<file path="config.mk">
export PLATFORM = sky130hd
export DESIGN_NAME = melody_player_param
export DESIGN_NICKNAME = d
export VERILOG_FILES = /design/src/rtl/melody_player_param.sv
export SDC_FILE = /design/constraint.sdc
export NUM_CORES = 1
export LEC_CHECK = 0
export CORE_ASPECT_RATIO = 1.4
export CORE_MARGIN = 3
export CORE_UTILIZATION = 37
export CTS_CLUSTER_SIZE = 20
export DETAILED_ROUTE_END_ITERATION = 10
export DONT_BUFFER_PORTS = 1
export PLACE_DENSITY = 0.49
export SETUP_SLACK_MARGIN = 0.05
export SLEW_MARGIN = 30
export SYNTH_ARGS = -nofsm -noshare
export SYNTH_HDL_FRONTEND = slang
export SYNTH_SLANG_ARGS = --single-unit
</file>
<file path="constraint.sdc">
create_clock -name CLOCK_31p5 -period 4.1 [get_ports CLOCK_31p5]
set_input_delay 0.205 -clock CLOCK_31p5 [delete_from_list [all_inputs] [get_ports CLOCK_31p5]]
set_output_delay 0.205 -clock CLOCK_31p5 [all_outputs]
set_load 0.02 [all_outputs]
</file>
<file path="src/rtl/melody_player_param.sv">
// Melody sequencer: walks an external jukebox table note by note, timing notes and gaps in ticks.
// Optional build macro MELODY_PLAYER_LOOP_EN makes loopEn restart the melody at its end.
module melody_player_param #(
    parameter int CLK_PER_TICK = 315000,
    parameter int BEAT_TICKS   = 12,
    parameter int GAP_TICKS    = 3,
    parameter int IDX_W        = 5,
    parameter int LEN_W        = 4,
    parameter int TONE_W       = 4
) (
    input  logic              CLOCK_31p5,
    input  logic              resetN,
    input  logic              startMelodyKey,
    input  logic              stopKey,
    input  logic              pauseKey,
    input  logic              loopEn,
    input  logic [LEN_W-1:0]  note_length,
    input  logic [TONE_W-1:0] tone_in,
    input  logic              silenceN,
    output logic [IDX_W-1:0]  noteIndex,
    output logic [TONE_W-1:0] tone,
    output logic              EnableSoundOut,
    output logic              melodyEnded,
    output logic              busy
);

    localparam int MAX_NOTE = BEAT_TICKS * ((1 << LEN_W) - 1);
    localparam int MAX_CNT  = (MAX_NOTE > GAP_TICKS) ? MAX_NOTE : GAP_TICKS;
    localparam int CNT_W    = $clog2(MAX_CNT + 1);
    localparam int PS_W     = $clog2(CLK_PER_TICK);

    localparam logic [PS_W-1:0]  PS_LAST  = PS_W'(CLK_PER_TICK - 1);
    localparam logic [PS_W-1:0]  PS_ONE   = PS_W'(1);
    localparam logic [CNT_W-1:0] BEAT_C   = CNT_W'(BEAT_TICKS);
    localparam logic [CNT_W-1:0] GAP_C    = CNT_W'(GAP_TICKS);
    localparam logic [CNT_W-1:0] CNT_ONE  = CNT_W'(1);
    localparam logic [IDX_W-1:0] IDX_LAST = '1;
    localparam logic [IDX_W-1:0] IDX_ONE  = IDX_W'(1);

    typedef enum logic [2:0] {
        IDLE,
        LOAD,
        PLAY,
        GAP,
        ENDED
    } state_t;

    state_t           state;
    logic [PS_W-1:0]  presc;
    logic [CNT_W-1:0] cnt;
    logic             snd;
    logic             tick;
    logic             loop_active;
    logic             timing;
    logic             cnt_last;

`ifdef MELODY_PLAYER_LOOP_EN
    assign loop_active = loopEn;
`else
    // loopEn stays on the port but can never request a repeat in this build.
    assign loop_active = loopEn & 1'b0;
`endif

    assign tick     = (presc == PS_LAST);
    assign cnt_last = (cnt == CNT_ONE);
    // The prescaler only advances while a note or gap is being timed, so the
    // one-clock LOAD and ENDED states never eat into a note's duration.
    assign timing   = (state == PLAY) || (state == GAP);

    always_ff @(posedge CLOCK_31p5 or negedge resetN) begin
        if (!resetN) begin
            state          <= IDLE;
            presc          <= '0;
            cnt            <= '0;
            snd            <= 1'b0;
            noteIndex      <= '0;
            tone           <= '0;
            EnableSoundOut <= 1'b0;
            melodyEnded    <= 1'b0;
            busy           <= 1'b0;
        end else begin
            EnableSoundOut <= 1'b0;
            melodyEnded    <= 1'b0;

            if (stopKey) begin
                state     <= IDLE;
                noteIndex <= '0;
                busy      <= 1'b0;
            end else if (startMelodyKey) begin
                state     <= LOAD;
                noteIndex <= '0;
                presc     <= '0;
                busy      <= 1'b1;
            end else begin
                if (timing) begin
                    presc <= tick ? '0 : presc + PS_ONE;
                end

                case (state)
                    IDLE: begin
                        noteIndex <= '0;
                    end

                    LOAD: begin
                        if (note_length == '0) begin
                            state       <= ENDED;
                            melodyEnded <= 1'b1;
                        end else begin
                            tone           <= tone_in;
                            snd            <= silenceN;
                            cnt            <= BEAT_C * CNT_W'(note_length);
                            EnableSoundOut <= silenceN & ~pauseKey;
                            state          <= PLAY;
                        end
                    end

                    PLAY: begin
                        EnableSoundOut <= snd & ~pauseKey;
                        if (tick && !pauseKey) begin
                            if (cnt_last) begin
                                EnableSoundOut <= 1'b0;
                                // Last table slot: finish rather than wrap the index.
                                if (noteIndex == IDX_LAST) begin
                                    state       <= ENDED;
                                    melodyEnded <= 1'b1;
                                end else begin
                                    noteIndex <= noteIndex + IDX_ONE;
                                    cnt       <= GAP_C;
                                    state     <= GAP;
                                end
                            end else begin
                                cnt <= cnt - CNT_ONE;
                            end
                        end
                    end

                    GAP: begin
                        if (tick && !pauseKey) begin
                            if (cnt_last) begin
                                state <= LOAD;
                            end else begin
                                cnt <= cnt - CNT_ONE;
                            end
                        end
                    end

                    ENDED: begin
                        noteIndex <= '0;
                        busy      <= loop_active;
                        state     <= loop_active ? LOAD : IDLE;
                    end

                    default: begin
                        state     <= IDLE;
                        noteIndex <= '0;
                        busy      <= 1'b0;
                    end
                endcase
            end
        end
    end

endmodule
</file>
# Yosys cells after proc, flatten, opt, wreduce, memory -nomap -nowiden
# Index checks and enable logic that the tools add are counted.
# word_totals
register_bits	43
input_bits	15
word_cells	93
# op_classes
n_addsub	3
n_mul	1
n_eq_ne	19
mux	41
bitwise_logic	6
n_reduce_logical	14
# ops
operator	count
two-way mux 19 bit	3
two-way mux 8 bit	6
two-way mux 5 bit	5
two-way mux 3 bit	8
one-hot mux 8 bit (3 select lines)	1
adder 19 x 1 -> 19 bit (second input constant)	1
== test 19 bit (second input constant)	1
two-way mux 1 bit	14
inequality test 4 bit (second input constant)	3
one-hot mux 3 bit (4 select lines)	1
one-hot mux 5 bit (2 select lines)	1
== test 8 x 1 -> 1 bit (second input constant)	1
inequality test 4 x 3 -> 1 bit (second input constant)	2
AND reduction 4 bit	2
AND reduction 8 bit	1
subtractor 8 x 1 -> 8 bit (second input constant)	1
== test 3 x 2 -> 1 bit (second input constant)	2
multiplier 2 x 4 -> 6 bit (first input constant)	1
inequality test 3 x 1 -> 1 bit (second input constant)	2
inequality test 3 bit (second input constant)	2
adder 5 x 1 -> 5 bit (second input constant)	1
== test 5 bit (second input constant)	1
AND reduction 5 bit	1
zero test 4 bit	1
other kinds (15)	22

# Depth between registers and ports, before layout
# Gate-level depths: netlist of run 1.
# logic_depth
word_depth	7
ltp_mapped	8
depth_no_buf	8

# Worst setup path after synthesis of run 1
# No wires, ideal clock.
# synth_timing
kind	reg2reg
start	register presc[3]
end	register noteIndex[3]
setup_ns	0.078
t_arrival_ns	2.670
path_slack_ns	1.352
stages_incl_launch_ff	8
path_buffers	2
path_cell_list	dfrtp_1 -> buf_6 -> or4b_4 -> or4_1 -> or4_1 -> buf_2 -> or4_1 -> a21oi_1
# synth_between
elab_chain_len	4
# synth_rtl
item	line_no	source
from (decl)	49	logic [PS_W-1:0] presc;
from (signal assigned)	96	presc <= tick ? '0 : presc + PS_ONE;
== test 19 bit	64	assign tick = (presc == PS_LAST);
logical AND 1 bit	119	if (tick && !pauseKey) begin
inequality test 4 x 3 -> 1 bit (no line)	n/a	
AND reduction 4 bit (no line)	n/a	
to (signal assigned)	127	noteIndex <= noteIndex + IDX_ONE;
to (decl)	20	output logic [IDX_W-1:0] noteIndex,
# Every way passes these cells.
# A chain may end at the register's enable or synchronous reset.

# Final worst setup path of run 1
# Same ends and word-level chain as after synthesis.

==> impl_metrics.ini, run 1 <==
[run_status]
outcome = complete, no violations

[finish]
syn2layout_area_growth_pct = 8.38
fillerInstances = 704
final_cell_mix = 43 x dfrtp_1, 25 x nor2_1, 20 x nand3_1, 20 x a21oi_1, 19 x nand2_1
post-route-util_pct = 42.5
final_nets = 320
drive_gt1_share_pct = 8.25
fin_cells = 383
diodes = 0
final_common_cell = dfrtp_1

[power_and_ir_drop]
intPower_uw = 626
pwr-share-clk_pct = 29.0
power.density_nw_per_um2 = 308
switching_share_pct = 29.5
p_leak_uw = 0.00117
p_sw_uw = 262
pwr-share-comb_pct = 13.6
ir_drop_v = 0.000116
power_frac_seq_pct = 57.4

[clock_network]
path_clk_slew_ns = 0.08
clock_latency_ns = 0.29
postCtsSetupBuffers = 0
postCtsResizedCells = 0
ctsHtreeMaxLevel = 2
cts.sink_count = 43
cts-root-buf = clkbuf_8
cts_buffer_depth = 2
cts_tree = yes
cts_buffers = 5
cts-hold-fix-buffers = 4

[sta]
tightest_slew_ns = 0.922
max_freq_ghz = 0.347
fin_skew_ns = 0.00682
period_minus_slack_ns = 2.88
slew_headroom_pct = 38.2
post-route-period-util_pct = 70.2
rsz0062_at_grt = false
finalSetupTns_ns = 0
hold_viol_final = 0
finalMaxSlewViolations = 0
setup_ws_ns = 1.22
setup_viol = 0

[placed_design]
dp.cells = 373
io_buffer_count = 0
gp_congestion = 0.834
hpwlAfterDp_um = 4500
place_ws_ns = 1.25

[synth]
yosysSeqAreaShare_pct = 40.5
syn_avg_cell_area_sq_um = 9.20
syn-num-nets = 317
ys_types = 52
ys_ff_latch = 43
synth_edf_count = 0
syn-cell-area_sq_um = 2660
synth_ff_type = dfrtp_1
netlist_instances = 289
synthArstFlopShare_pct = 100
ys_warn_count = 0

[drt]
drc_errors = 0
drt-met1-wl_um = 2720
route.met3.wl_um = 165
ant_nets = 0
drtPass1Iterations = 4
wl_met2_um = 3110
viasPerCell = 5.52
wl_per_cell_um = 16.0
vias = 2113
drt_iter0_drc = 91
drt_wl_total_um = 6150
highest_layer = met4

[floorplan]
start_util_pct = 39.2
io_pins = 27
core_sq_um = 6790
die_area_sq_um = 8250
num_rows = 35
die_h_um = 106
die_w_um = 77.6

[global_route]
antenna_found_initial = 0
grt_max_degree = 44
overflow = 0
track_usage_pct = 15.8
grt_pass1_vias = 2175
grt_pass1_wl_um = 10500

[job]
drv_cap = 0

[setup_path]
endpoint_kind = flip-flop
arrival_ns = 3.10
cp_max_fo = 8
critical_path_class = flip-flop to flip-flop
worst_ep_required_time_ns = 4.33
start_kind = flip-flop

[min_path]
hold_path_class = input pin to flip-flop
synthesized netlist by cell type (2+ instances only):
cell,n,area share [%]
a31oi_1,4,0.94
dfrtp_1,43,40
or2_2,2,0.47
nand2_1,19,2.7
xor2_1,9,3.0
a22o_1,6,2.0
o31ai_1,2,0.56
nor3b_1,3,0.85
a211oi_1,3,0.85
a2111oi_0,2,0.66
ha_1,12,5.6
inv_1,15,2.1
and3_1,3,0.71
clkbuf_1,10,1.4
nor2b_1,2,0.47
mux2i_1,2,0.75
a21oi_1,20,3.8
nor2_1,25,3.5
nor4_1,4,0.94
xnor2_1,7,2.3
nor3_1,9,1.7
a21o_1,2,0.56
o211ai_1,11,3.1
nand3_1,20,3.8
or3_1,4,0.94
and2_1,3,0.71
nand4_1,6,1.4
or4_1,5,1.4
mux2_2,8,3.4
o21ai_0,6,1.1
logic make-up after synthesis:
group / count (synthesis) / synth area share, %
muxes: 10 / 4.14
adders and majority gates: 13 / 6.40
AOI/OAI and AO/OA: 64 / 16.0
xor gates and xnor gates: 16 / 5.27
and+or+nand+nor: 116 / 23.5
buffers and inverters: 27 / 4.14
DFF: 43 / 40.5
routing by layer:
metal	up-vias	track usage, %
met3	14	2.46
met4	0	6.62
met2	30	28.0
li1	1061	-
met5	-	0
met1	1008	18.8
flip-flops by register name (all words and copies together) (netlist names):
name / cells
EnableSoundOut: 1
state: 3
noteIndex: 5
tone: 4
melodyEnded: 1
cnt: 8
busy: 1
presc: 19
snd: 1
per-stage QoR:
step | power (uW) | cell area, sq um | hold WS [ns]
after floorplan | 596 | 2660 | -0.0906
after CTS | 902 | 2880 | 0.0239
after detailed placement | 625 | 2750 | -0.0893
after global placement | 625 | 2750 | -0.0896
after global routing | 937 | 2880 | 0.0395
final | 888 | 2880 | 0.0337
final timing paths:
kind	slack [ns]	depth (start not counted)	endpoint	start
setup / recovery	1.22	5	noteIndex[3]$_DFFE_PN0P_	presc[3]$_DFFE_PN0P_
hold / removal	0.03	2	busy$_DFFE_PN0P_	startMelodyKey
setup reg to reg	1.22	5	noteIndex[3]$_DFFE_PN0P_	presc[3]$_DFFE_PN0P_
hold reg to reg	0.49	1	presc[15]$_DFFE_PN0P_	presc[15]$_DFFE_PN0P_
max in group asynchronous	3.48	2	presc[10]$_DFFE_PN0P_	resetN
min in group asynchronous	0.41	2	snd$_DFFE_PN0P_	resetN
power groups by stage:
stage,combinational [uW],clock (uW),sequential [uW]
2_1_floorplan,94.1,0,502
3_3_place_gp,106,0,519
3_5_place_dp,107,0,518
4_1_cts,123,269,510
5_1_grt,137,284,515
6_report,121,257,510
worst max-delay path, stage by stage (launching register included):
cell and delay (ns):
dfrtp_1 0.47, or4b_4 0.56, or4_1 0.46, or4_1 0.66, or4_1 0.51, a21oi_1 0.14
layout make-up:
cell class                      count  area (sq um)  area share, %
Multi-Input combinational cell    219          1470           51.2
Tap cell                           92           115           3.99
Clock buffer                        6          72.6           2.52
Timing Repair Buffer                8          87.6           3.04
Inverter                           15          56.3           1.95
Sequential cell                    43          1080           37.3
(Power assumes the default switching activity.)
==> run 2: changes to the inputs <==
PLACE_DENSITY = 0.51   (was 0.49)
clock period = 2.5 ns   (was 4.1 ns; I/O delays follow)
==> run 2 against run 1 <==
  * Sequential share of layout area fell by 3.4 points
  * The flow now finishes with violations (negative setup slack)
  * Maximum frequency rose by 10%
  * Combinational power rose by 79%
  * Total power rose by 74%
  * Sequential power rose by 64%
  * Critical path type unchanged
  * Clock-buffer cell count rose by 2
  * Final area rose by 10%
  * Via count rose by 9.2%
  * Worst setup slack got worse by 1.3 ns
  * Worst hold slack improved by 0.031 ns
  * Flip-flop and latch count did not move
  * Core utilization rose by 4.3 points
==> impl_metrics.ini, run 2 (same netlist as run 1, synthesis figures left out) <==
[run_status]
outcome = finished, violations left
violations = negative setup slack

[floorplan]
num_rows = 35
io_pins = 27
die_w_um = 77.6
die_area_sq_um = 8250
core_sq_um = 6790
start_util_pct = 39.2
die_h_um = 106

[sta]
setup_ws_ns = -0.118
slew_headroom_pct = 58.3
fin_skew_ns = 0.00959
hold_viol_final = 0
rsz0062_at_grt = true
tightest_slew_ns = 0.625
period_minus_slack_ns = 2.62
post-route-period-util_pct = 105
max_freq_ghz = 0.382
finalMaxSlewViolations = 0
setup_viol = 4

[finish]
final_common_cell = dfrtp_1
syn2layout_area_growth_pct = 19.2
seqCellArea_sq_um = 1080
final_nets = 350
fillerInstances = 647
drive_gt1_share_pct = 16.4
reg_top3 = presc x19, cnt x8, noteIndex x5
largest_reg_flops = 19
final_cell_mix = 42 x dfrtp_1, 27 x buf_4, 25 x nor2_1
diodes = 0
fin_cells = 415
regMostFlops = presc
multiInputGateArea_sq_um = 1490

[placed_design]
hpwlAfterDp_um = 4930
place_ws_ns = -0.214
dp.cells = 396
io_buffer_count = 0
gp_congestion = 0.819

[setup_path]
cpLargestDelayFamily = simple AND/OR/NAND/NOR gates
slowest_stage = or4_4
critical_path_buf_inv_count = 0
r2r_setup_slack_ns = -0.12
endpoint_kind = flip-flop
critical_path_class = flip-flop to flip-flop
regToRegStartpoint = presc[16]$_DFFE_PN0P_
start_kind = flip-flop
r2r_cells = 5
path_cells = or4b_4 -> or4_1 -> or4_4 -> or4_1 -> a21oi_1
slowest_delay_ns = 0.57
arrival_ns = 2.84
cp_max_fo = 6
critPathMostFrequentCell = or4_1
reg2reg_to = noteIndex[3]$_DFFE_PN0P_
worst_ep_required_time_ns = 2.73

[global_route]
overflow = 0
grt_pass1_vias = 2300
gr-max-usage-layer = met2
gr-usage-met1_pct = 19.1
grt_util_met2_pct = 30.6
grt_max_degree = 44
antenna_found_initial = 0
grt_use_met3_pct = 2.97
track_usage_pct = 16.6
grt_pass1_wl_um = 11000

[clock_network]
path_clk_slew_ns = 0.09
postCtsSetupBuffers = 0
cts.sink_count = 43
cts_tree = yes
clock_latency_ns = 0.30
cts_buffer_depth = 2
cts-root-buf = clkbuf_8
cts_buffers = 5
ctsHtreeMaxLevel = 2

[min_path]
whs_path_depth = 3
min_to = presc[8]$_DFFE_PN0P_
hold_path_class = input pin to flip-flop
min_from = startMelodyKey

[power_and_ir_drop]
p_leak_uw = 0.00134
ir_drop_v = 0.000204
power.density_nw_per_um2 = 488

[drt]
vias = 2307
viasPerCell = 5.56
drc_errors = 0
drt_iter0_drc = 87
ant_nets = 0
drt_wl_total_um = 6650
wl_per_cell_um = 16.0
drtPass1Iterations = 5

[job]
drv_cap = 0
run 2: cell types whose count changed in the layout (fill, tap and decap cells not counted), sizes merged:
cell	delta
clkbuf	+2
dlygate4sd3	+7
buf	+23
run 2: final cells by class:
type                            instances  area share, %
Multi-Input combinational cell        219           47.0
Sequential cell                        43           34.0
Timing Repair Buffer                   38           10.4
Tap cell                               92           3.63
Clock buffer                            8           3.16
Inverter                               15           1.78
run 2: what timing repair did:
action,in CTS,in global routing
setup endpoints to repair,6,9
hold buffers,11,0
hold endpoints to repair,51,0
gates resized for setup,2,4
pin swaps,3,0
run 2: worst reg2reg max path, cell delays in order (launching register included):
cell and delay (ns):
dfrtp_1 0.38, or4b_4 0.53, or4_1 0.51, or4_4 0.57, or4_1 0.43, a21oi_1 0.13
run 2: routing by layer:
metal  share of wire (%)  up-vias
li1                    -     1122
met2                  53       55
met5                   0        -
met1                  42     1124
met4                 1.2        0
met3                 3.2        6
run 2: how the worst max path moves through the flow:
stage	start	end	slack, ns	cells after the start
after global placement	presc[16]$_DFFE_PN0P_	noteIndex[3]$_DFFE_PN0P_	-0.17	5
after CTS	presc[16]$_DFFE_PN0P_	noteIndex[3]$_DFFE_PN0P_	-0.13	5
after floorplan	presc[3]$_DFFE_PN0P_	noteIndex[2]$_DFFE_PN0P_	-0.20	7
after detailed placement	presc[16]$_DFFE_PN0P_	noteIndex[3]$_DFFE_PN0P_	-0.21	5
final	presc[16]$_DFFE_PN0P_	noteIndex[3]$_DFFE_PN0P_	-0.12	5
after global routing	presc[16]$_DFFE_PN0P_	noteIndex[3]$_DFFE_PN0P_	-0.20	5
run 2: through the flow:
| step | utilization (%) | power [uW] | area (sq um) | hold WS (ns) | TNS [ns] |
|---|---|---|---|---|---|
| 5_1_grt | 46.7 | 1630 | 3170 | 0.0711 | -0.523 |
| 3_3_place_gp | 43.1 | 1030 | 2930 | -0.170 | -0.578 |
| 3_5_place_dp | 43.1 | 1030 | 2930 | -0.169 | -0.737 |
| 6_report | 46.7 | 1550 | 3170 | 0.0645 | -0.269 |
| 4_1_cts | 46.5 | 1560 | 3160 | 0.0555 | -0.306 |
| 2_1_floorplan | - | 978 | 2670 | -0.171 | -0.696 |
run 2: power by group:
| part | switching (uW) | total [uW] | internal [uW] |
|---|---|---|---|
| Clock | 242 | 494 | 253 |
| Combinational | 113 | 217 | 103 |
| Sequential | 86.6 | 836 | 750 |
| Total | 441 | 1550 | 1110 |
